[config.mk]
export PLATFORM = sky130hd
export DESIGN_NAME = auth_port_arbiter
export DESIGN_NICKNAME = d
export VERILOG_FILES = /design/src/rtl/auth_pkg.sv /design/src/rtl/rr_pick.sv /design/src/rtl/auth_port_arbiter.sv
export SDC_FILE = /design/constraint.sdc
export NUM_CORES = 1
export LEC_CHECK = 0
export ABC_CLOCK_PERIOD_IN_PS = 9950
export BUFFER_PORTS_ARGS = -buffer_cell sky130_fd_sc_hd__buf_2
export CELL_PAD_IN_SITES_DETAIL_PLACEMENT = 0
export CELL_PAD_IN_SITES_GLOBAL_PLACEMENT = 2
export CORE_UTILIZATION = 43
export CTS_CLUSTER_DIAMETER = 40
export CTS_CLUSTER_SIZE = 30
export DETAILED_ROUTE_END_ITERATION = 8
export HOLD_SLACK_MARGIN = 0.08
export PLACE_DENSITY = 0.94
export SYNTH_ARGS = -nofsm -noshare
export SYNTH_HDL_FRONTEND = slang
export SYNTH_SLANG_ARGS = --single-unit
[constraint.sdc]
create_clock -name clk -period 9.95 [get_ports clk]
set_input_delay 0.4975 -clock clk [delete_from_list [all_inputs] [get_ports clk]]
set_output_delay 0.4975 -clock clk [all_outputs]
set_load 0.02 [all_outputs]
[src/rtl/auth_pkg.sv]
// auth_pkg: shared state and outcome encodings for the authentication port arbiter
package auth_pkg;
  typedef enum logic [2:0] {IDLE, GRANT, ACTIVE, REPORT, RELEASE} state_t;
  typedef enum logic [1:0] {
    RES_NONE    = 2'b00,
    RES_UNLOCK  = 2'b01,
    RES_LOCKOUT = 2'b10,
    RES_EXPIRED = 2'b11
  } result_t;
endpackage

[src/rtl/rr_pick.sv]
// rr_pick: combinational round-robin selector, first eligible port above ptr (wrapping)
module rr_pick #(
  parameter int N  = 4,
  parameter int PW = $clog2(N)
) (
  input  logic [N-1:0]  eligible,
  input  logic [PW-1:0] ptr,
  output logic [N-1:0]  win,
  output logic [PW-1:0] win_idx,
  output logic          valid
);
  logic [PW-1:0] idx;
  always_comb begin
    win     = '0;
    win_idx = '0;
    idx     = '0;
    for (int i = N; i >= 1; i--) begin
      idx = PW'((int'(ptr) + i) % N);
      if (eligible[idx]) begin
        win     = N'(1) << idx;
        win_idx = idx;
      end
    end
    valid = |eligible;
  end
endmodule

[src/rtl/auth_port_arbiter.sv]
// auth_port_arbiter: round-robin sharing of one OTP engine among keypad ports, with per-port lockout
module auth_port_arbiter
  import auth_pkg::*;
#(
  parameter int N_PORTS     = 4,
  parameter int LOCK_CYCLES = 500_000_000,
  parameter int CNT_W       = 32
) (
  input  logic                   clk,
  input  logic                   reset,
  input  logic [N_PORTS-1:0]     req,
  input  logic [4*N_PORTS-1:0]   port_digit,
  input  logic [N_PORTS-1:0]     port_latch,
  input  logic                   unlock,
  input  logic                   reset_sys,
  input  logic                   expired,
  output logic [N_PORTS-1:0]     grant,
  output logic                   gen_latch,
  output logic [3:0]             otp_digit,
  output logic                   otp_latch,
  output logic [N_PORTS-1:0]     done,
  output logic [1:0]             result,
  output logic [N_PORTS-1:0]     locked_out,
  output logic                   busy
);
  localparam int PW = $clog2(N_PORTS);
  state_t state, state_d;
  result_t res_q, res_d;
  logic [PW-1:0] ptr, win_idx;
  logic [N_PORTS-1:0] win;
  logic win_v, gcnt, cause;
  logic [1:0] rcnt;
  logic [2:0] fq, fqq, rise;
  rr_pick #(.N(N_PORTS), .PW(PW)) u_pick (
    .eligible(req & ~locked_out),
    .ptr     (ptr),
    .win     (win),
    .win_idx (win_idx),
    .valid   (win_v)
  );
  // flags are registered twice so only edges arriving after sampling count
  assign rise      = fq & ~fqq;
  assign cause     = res_q == RES_UNLOCK ? unlock : res_q == RES_LOCKOUT ? reset_sys : expired;
  assign gen_latch = state == GRANT;
  assign busy      = state != IDLE;
  assign done      = state == REPORT ? grant : '0;
  assign result    = res_q;
  always_comb begin
    state_d = state;
    res_d   = res_q;
    case (state)
      IDLE:    if (win_v) state_d = GRANT;
      GRANT:   if (gcnt) state_d = ACTIVE;
      ACTIVE:  if (|rise) begin
        state_d = REPORT;
        res_d   = rise[0] ? RES_UNLOCK : rise[1] ? RES_LOCKOUT : RES_EXPIRED;
      end
      REPORT:  state_d = RELEASE;
      RELEASE: if (!cause && rcnt == 2'd2) begin
        state_d = IDLE;
        res_d   = RES_NONE;
      end
      default: state_d = IDLE;
    endcase
  end
  always_ff @(posedge clk or negedge reset) begin
    if (!reset) begin
      state     <= IDLE;
      res_q     <= RES_NONE;
      ptr       <= '0;
      grant     <= '0;
      gcnt      <= 1'b0;
      rcnt      <= 2'd0;
      fq        <= 3'b0;
      fqq       <= 3'b0;
      otp_digit <= 4'd0;
      otp_latch <= 1'b0;
    end else begin
      state     <= state_d;
      res_q     <= res_d;
      fq        <= {expired, reset_sys, unlock};
      fqq       <= fq;
      gcnt      <= state == GRANT && !gcnt;
      rcnt      <= (state != RELEASE || cause) ? 2'd0 : rcnt + 2'd1;
      otp_latch <= state == ACTIVE && |(port_latch & grant);
      otp_digit <= state == ACTIVE ? port_digit[{ptr, 2'b00} +: 4] : 4'd0;
      if (state == IDLE && win_v) begin
        grant <= win;
        ptr   <= win_idx;
      end else if (state == RELEASE && state_d == IDLE) begin
        grant <= '0;
      end
    end
  end
  for (genvar k = 0; k < N_PORTS; k++) begin : g_lock
    logic [CNT_W-1:0] cnt, nxt;
    logic lo;
    assign nxt = (state == REPORT && res_q == RES_LOCKOUT && ptr == PW'(k)) ? CNT_W'(LOCK_CYCLES)
               : cnt != '0 ? cnt - 1'b1 : '0;
    assign locked_out[k] = lo;
    always_ff @(posedge clk or negedge reset) begin
      if (!reset) begin
        cnt <= '0;
        lo  <= 1'b0;
      end else begin
        cnt <= nxt;
        lo  <= nxt != '0;
      end
    end
  end
endmodule

==> metrics.md, run 1 <==
| Metric | Value |
|---|---|
| Fin crit share | `0.3927` |
| FP Rows | `51` |
| DPL Wire Length | `13.96 mm` |
| EDFF count, synth | `0` |
| Crit path kind | `reg -> reg` |
| FF-to-FF setup slack | `6.04 ns` |
| Syn avg cell area | `roughly 9.6 sq um` |
| WL final | `between 15 and 20 mm` |
| Comb power frac | `0.349` |
| Area share of the largest cell type after synthesis | `0.4532` |
| Post-synthesis async set-or-reset flop share | `1.000` |
| Critical path arrival | `about 4.2 ns` |
| Final Critical Period | `around 3.9 ns` |
| Routed len/inst | `16.32 um` |
| Clock Power Share | `0.225` |
| Die H | `approximately 140 um` |
| Die outline area | `20730 sq um` |
| Number of diodes | `0` |
| Setup crit start kind | `flip-flop` |
| Sink Count | `~160` |
| Power Dens Cells | `296.9 nW/um^2` |
| Slew @ Worst Pin | `between 1 and 1.5 ns` |
| Initial antenna violation count | `0` |
| Largest net degree at the start of global routing | `81` |
| P&R area growth vs syn | `11.97%` |
| Gr ovfl total | `0` |
| Cell Area, Synth | `8668 sq um` |
| Ports | `50` |
| Pre-antenna DRT Iters | `5` |
| Root cell of the clock tree | `clkbuf_16` |
| Critical R2R Launch | `g_lock[3].cnt[0]` |
| Final setup fails | `0` |
| Top FF cell, synth | `dfrtp_1` |
| RR Endpoint | `g_lock[3].lo` |
| Lkg Pwr | `between 4 and 5 nW` |
| Cell-internal power | `1.719 mW` |
| P_sw | `1.163 mW` |
| Leading area contributor after synthesis | `dfrtp_1` |
| Total track usage | `0.2041` |
| Starting DRT DRC Count | `401` |
| Syn Inst Count | `approximately 910` |
| Seq/Total Area, Yosys | `0.4532` |
| Clk buf depth | `2` |
| Synth unique cells | `76` |
| Number of port buffers | `49` |
| Vias per cell | `~5.6` |
| Gpl congestion | `0.7950` |
| Slew margin rel. | `0.2828` |
| F_max | `between 0.2 and 0.3 GHz` |
| Fin. max-slew vios | `0` |
| Vias in the first global route | `between 6000 and 7000` |
| Largest cells by area after synthesis | `dfrtp_1, xnor2_1, nor2_1` |
| First-pass GRT wire length | `between 30 and 40 mm` |
| Seq. cell area | `3929 sq um` |
| Post-CTS Resized | `0` |
| Final #Nets | `just under 1000` |
| CTS tree | `built` |
| Switching Fraction | `0.4035` |
| Most common cell after layout, fill and taps aside | `dfrtp_1` |
| RSZ-0062 raised after global routing | `no` |
| Fin. Hold Viols | `0` |
| Num CTS Buffers | `17` |
| Clock-pin slew on the worst setup and hold paths | `0.07 ns` |
| Skew-Pair Late Insertion Delay | `approximately 0.42 ns` |
| Critical Path RT | `10.24 ns` |
| Hold buffers post-CTS | `0` |
| Post CTS Setup Buffer Count | `0` |
| Max Cap Violations | `0` |
| CP Capture Type | `flip-flop` |
| Most frequent cells in the layout | `dfrtp_1, nor2_1, xnor2_1, o21ai_0, nand2_1` |
| CTS H-Tree Depth | `4` |
| Post-Syn Nets | `947` |
| Multi-input logic area | `4492 sq um` |
| Vias | `between 6000 and 7000` |
| Yosys warns | `0` |
| Initial core utilization | `0.4425` |
| CP Max Fanout | `18` |
| Non-Filler Instances | `1220` |
| HP Class | `in -> async` |
| Synthesized flop and latch total | `157` |
| Filler cells | `1827` |
| Post-Route Setup TNS | `0 ns` |
| Worst Skew | `0.01279 ns` |
| Placed Cells | `1188` |
| VDD IR max | `0.1499 mV` |
| Reg2reg path depth | `9` |
| Status | `finished clean` |
| # DRC | `0` |
| Die Width | `144.0 um` |
| Post-route ant nets | `0` |
| Core area | `19590 sq um` |
| Sequential share of power | `0.426` |
| Share of cells above drive strength 1 | `0.1194` |
## final cells by class
type,count,area share
Timing Repair Buffer,53,0.02901
Clock buffer,17,0.04383
Clock inverter,15,0.01650
Multi-Input combinational cell,690,0.4628
Inverter,23,0.008895
Tap cell,265,0.03416
Sequential cell,157,0.4048
## sequential cells by signal, summed over array words and instances, names as in the netlist, 3 cells and up
name and count:
fq 3, fqq 3, g_lock.cnt 128, g_lock.lo 4
grant 4, otp_digit 4, state 3
## how the worst max path moves through the flow
stage | start | end | slack [ns] | cells past startpoint
2_1_floorplan | g_lock[2].cnt[14] | g_lock[2].lo | 6.67 | 8
3_3_place_gp | g_lock[3].cnt[0] | g_lock[3].lo | 6.07 | 9
3_5_place_dp | g_lock[3].cnt[0] | g_lock[3].lo | 6.04 | 9
4_1_cts | g_lock[3].cnt[0] | g_lock[3].lo | 6.03 | 9
5_1_grt | g_lock[3].cnt[0] | g_lock[3].lo | 5.77 | 9
6_report | g_lock[3].cnt[0] | g_lock[3].lo | 6.04 | 9
## synth_stat cells (all sizes together), types with 4 or more instances
library cell / number
a21oi: 21
a31oi: 8
and2: 7
and3: 6
buf: 13
clkbuf: 22
dfrtp: 157
ha: 13
inv: 23
mux2i: 13
mux4: 4
nand2: 49
nand2b: 8
nand3: 20
nand3b: 4
nand4: 10
nand4b: 4
nor2: 121
nor2b: 17
nor3: 41
nor3b: 5
nor4: 33
o211ai: 9
o21ai: 53
o21bai: 5
o22ai: 4
o31ai: 8
o41ai: 8
or2: 9
or3: 25
or3b: 4
or4: 41
or4b: 4
xnor2: 54
xor2: 29
## power by group through the flow
| stage | Clock (mW) | Sequential, mW | Combinational [mW] |
|---|---|---|---|
| after global placement | 0 | 1.23 | 1.00 |
| after global routing | 0.690 | 1.28 | 1.13 |
| after detailed placement | 0 | 1.23 | 1.00 |
| after floorplan | 0 | 1.15 | 0.801 |
| after CTS | 0.663 | 1.22 | 1.01 |
| final | 0.648 | 1.23 | 1.01 |
## routing by layer
metal,up-vias,share of wire,global-route usage
met1,3314,0.49,0.2884
met2,138,0.46,0.3176
met5,-,0,0
li1,3385,-,-
met4,0,0.011,0.05375
met3,17,0.038,0.04139
## logic make-up after synthesis
| kind of cell | Yosys count | share of synthesized area |
|---|---|---|
| xor gates and xnor gates | 83 | 0.08386 |
| adders and majority gates | 13 | 0.01876 |
| muxes | 20 | 0.02930 |
| buffers and inverters | 58 | 0.02858 |
| DFF | 157 | 0.4532 |
| and+or+nand+nor | 416 | 0.2610 |
| AOI/OAI and AO/OA | 158 | 0.1253 |
## through the flow
step	instance area (sq um)	util	hold WS [ns]	setup slack, ns	total power [mW]
global placement	9120	0.4655	0.3523	6.069	2.228
global route	9706	0.4954	0.1390	5.769	3.099
CTS	9706	0.4954	0.1350	6.030	2.896
floorplan	8668	-	0.2019	6.671	1.950
detailed placement	9120	0.4655	0.3596	6.042	2.230
finish	9706	0.4954	0.09652	6.043	2.882
## critical path, stage by stage, from the launching register on
cell	delay, ns
dfrtp_1	0.43
inv_1	0.09
ha_1	0.27
or3b_1	0.47
or3_1	0.57
o41ai_4	0.99
a21oi_2	0.05
or4_1	0.53
nor4_1	0.27
nand4_1	0.12
No activity file was read; power rests on OpenSTA's default activity.
==> run 2: changes to the inputs <==
ABC_AREA = 1   (was not set)
ABC_CLOCK_PERIOD_IN_PS = 3500   (was 9950)
CORE_UTILIZATION = 31   (was 43)
PLACE_DENSITY = 0.84   (was 0.94)
clock period = 3.5 ns   (was 9.95 ns; I/O delays follow)
==> run 2 against run 1 <==
  * Worst hold slack improved by 0.079 ns
  * Utilization decreased by 14 points
  * Register-to-register slack got worse by 5.3 ns
  * First-iteration DRC count increased by 42%
  * Via count increased by 41%
  * Non-clock buffer count increased by 16
  * Critical path depth increased by 1
  * Sequential power increased to 2.7 times the previous value
==> metrics.md, run 2 <==
| Metric | Value |
|---|---|
| Fin util | `0.3599 (-0.1355)` |
| Post-Route Setup TNS | `0 ns (unchanged)` |
| Cell Area, Synth | `10240 sq um (+18%)` |
| Vias in the first global route | `9403 (+45%)` |
| Area share of the largest cell type after synthesis | `0.3837 (-0.06956)` |
| Slew margin rel. | `0.5673 (+0.2845)` |
| WL final | `29.58 mm (+49%)` |
| HP Class | `in -> reg` |
| Leading area contributor after synthesis | `dfrtp_1` |
| Starting DRT DRC Count | `571 (+42%)` |
| Crit path launch | `ptr[1]` |
| Number of port buffers | `49 (unchanged)` |
| Die H | `183.7 um (+28%)` |
| Sink Count | `157 (unchanged)` |
| Core area | `32540 sq um (+66%)` |
| Synth unique cells | `44 (-42%)` |
| Post CTS Setup Buffer Count | `0 (unchanged)` |
| Largest net degree at the start of global routing | `72 (-11%)` |
| EDFF count, synth | `0 (unchanged)` |
| Slew @ Worst Pin | `0.6491 ns (-0.4169 ns)` |
| Num CTS Buffers | `17 (unchanged)` |
| Gr ovfl total | `0 (unchanged)` |
| Gpl congestion | `0.8677 (+9.1%)` |
| RSZ-0062 raised after global routing | `no` |
| Seq/Total Area, Yosys | `0.3837 (-0.06956)` |
| Syn Inst Count | `1553 (+72%)` |
| Vias per cell | `4.652 (-17%)` |
| Hold buffers post-CTS | `12 (+12)` |
| Status | `finished clean` |
| Crit path kind | `reg -> reg` |
| Setup crit start kind | `flip-flop` |
| Power Dens Cells | `870.5 nW/um^2 (+190%)` |
| Final setup fails | `0 (unchanged)` |
| Initial core utilization | `0.3147 (-0.1278)` |
| Post-Syn Nets | `1595 (+68%)` |
| Die Width | `183.7 um (+28%)` |
| First-pass GRT wire length | `48.78 mm (+48%)` |
| Yosys warns | `0 (unchanged)` |
| Initial antenna violation count | `0 (unchanged)` |
| Reg2reg path depth | `10 (+1)` |
| F_max | `0.3628 GHz (+42%)` |
| Die outline area | `33760 sq um (+63%)` |
| Post-route ant nets | `0 (unchanged)` |
| FP Rows | `66 (+29%)` |
| Flip-flop count of the largest register after layout | `128 (unchanged)` |
| RR Endpoint | `g_lock[1].lo` |
| Synthesized flop and latch total | `157 (unchanged)` |
| Critical path arrival | `3.08 ns (-1.12 ns)` |
| Root cell of the clock tree | `clkbuf_16` |
| Largest cells by area after synthesis | `dfrtp_1, nand2_1, nor2_1` |
| Post-CTS Resized | `0 (unchanged)` |
| Critical Path RT | `3.83 ns (-6.41 ns)` |
| # DRC | `0 (unchanged)` |
| Clock-pin slew on the worst setup and hold paths | `0.07 ns (about the same)` |
| Skew-Pair Late Insertion Delay | `0.45 ns (+0.03 ns)` |
| Top cells by count, synth | `nand2_1, nor2_1, inv_1` |
| Most flops, register | `g_lock.cnt` |
| Fin. Hold Viols | `0 (unchanged)` |
| Most common cell after layout, fill and taps aside | `nand2_1` |
| CP Max Fanout | `17 (-1)` |
| CTS H-Tree Depth | `4 (unchanged)` |
| Pre-antenna DRT Iters | `5 (unchanged)` |
| Fin crit share | `0.7875 (+0.3948)` |
| Clk buf depth | `2 (unchanged)` |
| Max Cap Violations | `0 (unchanged)` |
| Routed len/inst | `14.24 um (-13%)` |
| Place WS | `0.7710 ns (-5.271 ns)` |
| Total track usage | `0.1857 (-0.01835)` |
| DP Area | `10990 sq um (+21%)` |
| VDD IR max | `0.3822 mV (+150%)` |
| Setup crit end | `g_lock[1].lo` |
| Post-synthesis async set-or-reset flop share | `1.000 (unchanged)` |
| Ports | `50 (unchanged)` |
| Setup WS post-layout | `0.7438 ns (-5.299 ns)` |
| FF-to-FF setup slack | `0.74 ns (-5.30 ns)` |
| Fin. max-slew vios | `0 (unchanged)` |
| Worst Skew | `0.009887 ns (-0.002902 ns)` |
| Vias | `9663 (+41%)` |
| Top FF cell, synth | `dfrtp_1` |
| Critical R2R Launch | `ptr[1]` |
| Final #Nets | `1664 (+69%)` |
| Most frequent cells in the layout | `nand2_1, nor2_1, inv_1, dfrtp_1, nand3_1` |
| Post-Layout Inst Area | `11710 sq um (+21%)` |
| DPL Wire Length | `22.96 mm (+64%)` |
| Final Critical Period | `2.756 ns (-1.151 ns)` |
| CP Capture Type | `flip-flop` |
| CTS tree | `built` |
| Most numerous cell in the Yosys netlist | `nand2_1` |
| P&R area growth vs syn | `14.36%` |
| Syn avg cell area | `6.594 sq um (-31%)` |
| Share of cells above drive strength 1 | `0.08930 (-0.03008)` |
| Filler cells | `3579 (+96%)` |
| Lkg Pwr | `6.267 nW (+54%)` |
| Number of diodes | `0 (unchanged)` |
==> run 2: cell count changes in the layout (fill, tap and decap cells not counted), sizes merged, moves of 41 or more <==
cell / before / now
nand2: 49 / 440
nand3: 20 / 152
nor2: 121 / 380
xnor2: 54 / 4
inv: 28 / 205
or4: 41 / 0
==> run 2: worst min path at each step <==
stage | start | to | slack, ns | cells past startpoint
2_1_floorplan | reset | fq[0] | -0.12 | 0
3_3_place_gp | reset | g_lock[3].cnt[25] | 0.14 | 1
3_5_place_dp | reset | g_lock[3].cnt[26] | 0.13 | 1
4_1_cts | port_digit[14] | otp_digit[2] | 0.15 | 3
5_1_grt | port_digit[6] | otp_digit[2] | 0.15 | 3
6_report | port_digit[14] | otp_digit[2] | 0.18 | 3
==> run 2: final cells by class <==
| cell class | instances | area (sq um) | share of cell area |
|---|---|---|---|
| multi-input cells | 1175 | 5429 | 0.4636 |
| flip-flops and latches | 157 | 3929 | 0.3355 |
| inverters | 202 | 758.2 | 0.06475 |
| well taps | 442 | 553.0 | 0.04723 |
| repair buffers | 69 | 444.2 | 0.03793 |
| clock buffers | 18 | 439.2 | 0.03750 |
| clock inverters | 14 | 157.7 | 0.01346 |
==> run 2: worst max-delay path, stage by stage (launching register included) <==
cell     delay, ns
dfrtp_1       0.55
inv_2         0.32
ha_1          0.30
nand3_2       0.38
buf_4         0.34
nand2_2       0.19
nor2_1        0.10
nor2_1        0.10
nand2_1       0.09
nor2_1        0.17
nand3_1       0.10
==> run 2: logic make-up after synthesis <==
group / Yosys count / synth area share
AO/OA/AOI/OAI: 94 / 0.05352
XOR/XNOR: 32 / 0.02737
AND/OR/NAND/NOR: 1036 / 0.4334
flip-flops: 157 / 0.3837
adder cells (fa/ha/maj): 13 / 0.01589
buffers and inverters: 221 / 0.08614
==> run 2: power breakdown <==
group / switching (mW) / total [mW] / leakage [nW] / internal (mW)
logic: 3.24 / 4.89 / 4.00 / 1.65
clock network: 0.853 / 1.93 / 0.284 / 1.08
registers: 0.805 / 3.37 / 1.98 / 2.56
total: 4.89 / 10.2 / 6.27 / 5.30
==> run 2: metal layers <==
| layer | up-vias | wire length (um) | GRT usage |
|---|---|---|---|
| met5 | - | 0 | 0 |
| met4 | 0 | 549 | 0.06200 |
| met3 | 38 | 783 | 0.02575 |
| met2 | 150 | 14200 | 0.3171 |
| met1 | 4454 | 14050 | 0.2400 |
| li1 | 5021 | - | - |
==> run 2: stage by stage <==
| stage | total power [mW] | hold slack, ns | instances |
|---|---|---|---|
| after floorplan | 6.933 | -0.1206 | 1553 |
| after global placement | 8.318 | 0.1357 | 2033 |
| after detailed placement | 8.274 | 0.1313 | 2033 |
| after CTS | 10.27 | 0.1487 | 2077 |
| after global routing | 11.24 | 0.1506 | 2077 |
| final | 10.19 | 0.1751 | 2077 |
==> run 3: changes to the inputs <==
ABC_CLOCK_PERIOD_IN_PS = 2600   (was 3500)
CORE_UTILIZATION = 35   (was 31)
PLACE_DENSITY = 0.89   (was 0.84)
clock period = 2.6 ns   (was 3.5 ns; I/O delays follow)
==> run 3 against run 2 <==
  * Count of clock-buffer cells in the layout stayed put
  * Via count is 1.5% higher
  * Cell area is 0.36% higher
  * Flip-flop and latch count stayed put
  * Clock skew is 0.0014 ns higher
  * Clock power is 23% higher
  * Sequential power is 35% higher
  * Register-to-register slack worse by 0.47 ns
  * Non-clock buffer count is 20 higher
  * Critical path depth is 1 higher
  * First-iteration DRC count is 31% higher
  * Global-route usage is 2.5 points higher
  * Critical path type unchanged
  * Highest routed layer unchanged
==> metrics.md, run 3 (synthesis results as in run 2) <==
| Metric | Value |
|---|---|
| Die H | `173.0 um (-5.8%)` |
| Gr ovfl total | `0 (unchanged)` |
| Crit path cell chain | `inv_1 > ha_1 > nand3_2 > nor2_4 > nand4_4 > nand3_1 > nand2_1 > nor2_1 > nand2_1 > nor2_1 > nand3_1` |
| Starting DRT DRC Count | `750 (+31%)` |
| HP Class | `in -> reg` |
| Fin. Hold Viols | `0 (unchanged)` |
| Worst Skew | `0.01130 ns (+0.001417 ns)` |
| Sink Count | `157 (unchanged)` |
| Flip-flop count of the largest register after layout | `128 (unchanged)` |
| Share of cells above drive strength 1 | `0.09909 (+0.009797)` |
| Clk buf depth | `2 (unchanged)` |
| Die Width | `173.0 um (-5.8%)` |
| Hold wc startpoint | `port_latch[0]` |
| Number of diodes | `0 (unchanged)` |
| Critical path arrival | `2.65 ns (-0.43 ns)` |
| Fin crit share | `0.8963 (+0.1088)` |
| VDD IR max | `0.4727 mV (+24%)` |
| First-pass GRT wire length | `49.99 mm (+2.5%)` |
| Power Dens Cells | `1166 nW/um^2 (+34%)` |
| Critical Path RT | `2.92 ns (-0.91 ns)` |
| WL final | `30.11 mm (+1.8%)` |
| Critical path's slowest cell | `dfrtp_1` |
| CTS H-Tree Depth | `4 (unchanged)` |
| Comb power frac | `0.496 (+0.016)` |
| Final #Nets | `1684 (+1.2%)` |
| Routed len/inst | `14.77 um (+3.7%)` |
| P_sw | `6.706 mW (+37%)` |
| Status | `finished clean` |
| Root cell of the clock tree | `clkbuf_16` |
| # DRC | `0 (unchanged)` |
| P&R area growth vs syn | `14.77%` |
| Post-route ant nets | `0 (unchanged)` |
| FP Rows | `62 (-6.1%)` |
| CP Capture Type | `flip-flop` |
| Final Critical Period | `2.330 ns (-0.4258 ns)` |
| Crit path kind | `reg -> reg` |
| Place WS | `0.1918 ns (-0.5792 ns)` |
| Final setup fails | `0 (unchanged)` |
| Most common cell after layout, fill and taps aside | `nand2_1` |
| Setup WS post-layout | `0.2696 ns (-0.4742 ns)` |
| Most frequent cells in the layout | `nand2_1, nor2_1, inv_1, dfrtp_1, nand3_1` |
| Crit path launch | `g_lock[3].cnt[0]` |
| Slew @ Worst Pin | `0.5945 ns (-0.05453 ns)` |
| Post CTS Setup Buffer Count | `0 (unchanged)` |
| Initial core utilization | `0.3558 (+0.04107)` |
| Lkg Pwr | `6.333 nW (+1.1%)` |
| Clock Power Share | `0.173 (-0.017)` |
| Vias | `9808 (+1.5%)` |
| Delay of the slowest cell on the worst path | `0.41 ns (-0.14 ns)` |
| Core area | `28780 sq um (-12%)` |
| Switching Fraction | `0.4894 (+0.009272)` |
| Clock-pin slew on the worst setup and hold paths | `0.07 ns (about the same)` |
| Max Cap Violations | `0 (unchanged)` |
| Setup crit start kind | `flip-flop` |
| Vias in the first global route | `9568 (+1.8%)` |
| Largest net degree at the start of global routing | `50 (-31%)` |
| Ports | `50 (unchanged)` |
| CP Max Fanout | `18 (+1)` |
| Initial antenna violation count | `0 (unchanged)` |
| F_max | `0.4291 GHz (+18%)` |
| Most flops, register | `g_lock.cnt` |
| Number of port buffers | `49 (unchanged)` |
| Sequential share of power | `0.331 (about the same)` |
| Slew margin rel. | `0.6028 (+0.03550)` |
| Pre-antenna DRT Iters | `5 (unchanged)` |
| Total track usage | `0.2110 (+0.02534)` |
| Gpl congestion | `0.8787 (+1.3%)` |
| RSZ-0062 raised after global routing | `no` |
| CTS tree | `built` |
| Cell-internal power | `6.995 mW (+32%)` |
| Filler cells | `3068 (-14%)` |
| DPL Wire Length | `23.46 mm (+2.2%)` |
| Post-Route Setup TNS | `0 ns (unchanged)` |
| Skew-Pair Late Insertion Delay | `0.44 ns (about the same)` |
| Critical R2R Launch | `g_lock[3].cnt[0]` |
| Fin. max-slew vios | `0 (unchanged)` |
| Die outline area | `29940 sq um (-11%)` |
| Num CTS Buffers | `17 (unchanged)` |
| Vias per cell | `4.810 (+3.4%)` |
[run 3: worst max-delay path: cells and delay by family (launching register included)]
family / cells / cell delay (ns)
adders and majority gates: 1 / 0.19
buffers and inverters: 1 / 0.09
DFF: 1 / 0.41
and+or+nand+nor: 9 / 1.52
[run 3: layout make-up]
cell class / instances / area, sq um / area share
tap: 384 / 480.5 / 0.04088
sequential: 157 / 3929 / 0.3343
multi-input combinational: 1175 / 5431 / 0.4622
clock inverter: 14 / 112.6 / 0.009582
inverter: 202 / 758.2 / 0.06452
clock buffer: 18 / 429.2 / 0.03652
timing repair buffer: 89 / 611.8 / 0.05206
[run 3: stage by stage]
stage	hold slack, ns	total power [mW]	cell area [sq um]	cells	util
after floorplan	-0.1656	9.332	10240	1553	-
after global placement	0.1116	11.35	11070	1993	0.3846
after detailed placement	0.1066	11.28	11070	1993	0.3846
after CTS	0.09893	13.76	11750	2039	0.4083
after global routing	0.1219	15.07	11750	2039	0.4084
final	0.06635	13.70	11750	2039	0.4084
[run 3: worst paths after layout]
path | endpoint | slack (ns) | cells past startpoint
max | g_lock[3].lo | 0.27 | 11
min | otp_latch | 0.07 | 3
max in group asynchronous | g_lock[2].cnt[18] | 1.69 | 3
min in group asynchronous | g_lock[3].cnt[31] | 0.20 | 2
max reg2reg | g_lock[3].lo | 0.27 | 11
min reg2reg | fqq[1] | 0.38 | 0
[run 3: routing by layer]
metal / vias to the layer above / track usage / routed length, um
met5: - / 0 / 0
li1: 5039 / - / -
met4: 0 / 0.05752 / 463
met3: 29 / 0.03100 / 1087
met1: 4567 / 0.2867 / 14510
met2: 173 / 0.3493 / 14050
[run 3: repair_timing]
item,4_1_cts,5_1_grt
hold buffers,14,0
hold endpoints to repair,73,0
setup endpoints to repair,0,1
resized for setup,0,1
[run 3: power groups by stage]
stage / clock, mW / combinational (mW) / sequential, mW
after floorplan: 0 / 5.04 / 4.30
after global placement: 0 / 6.78 / 4.56
after detailed placement: 0 / 6.72 / 4.55
after CTS: 2.44 / 6.80 / 4.52
after global routing: 2.54 / 7.84 / 4.69
final: 2.38 / 6.79 / 4.54
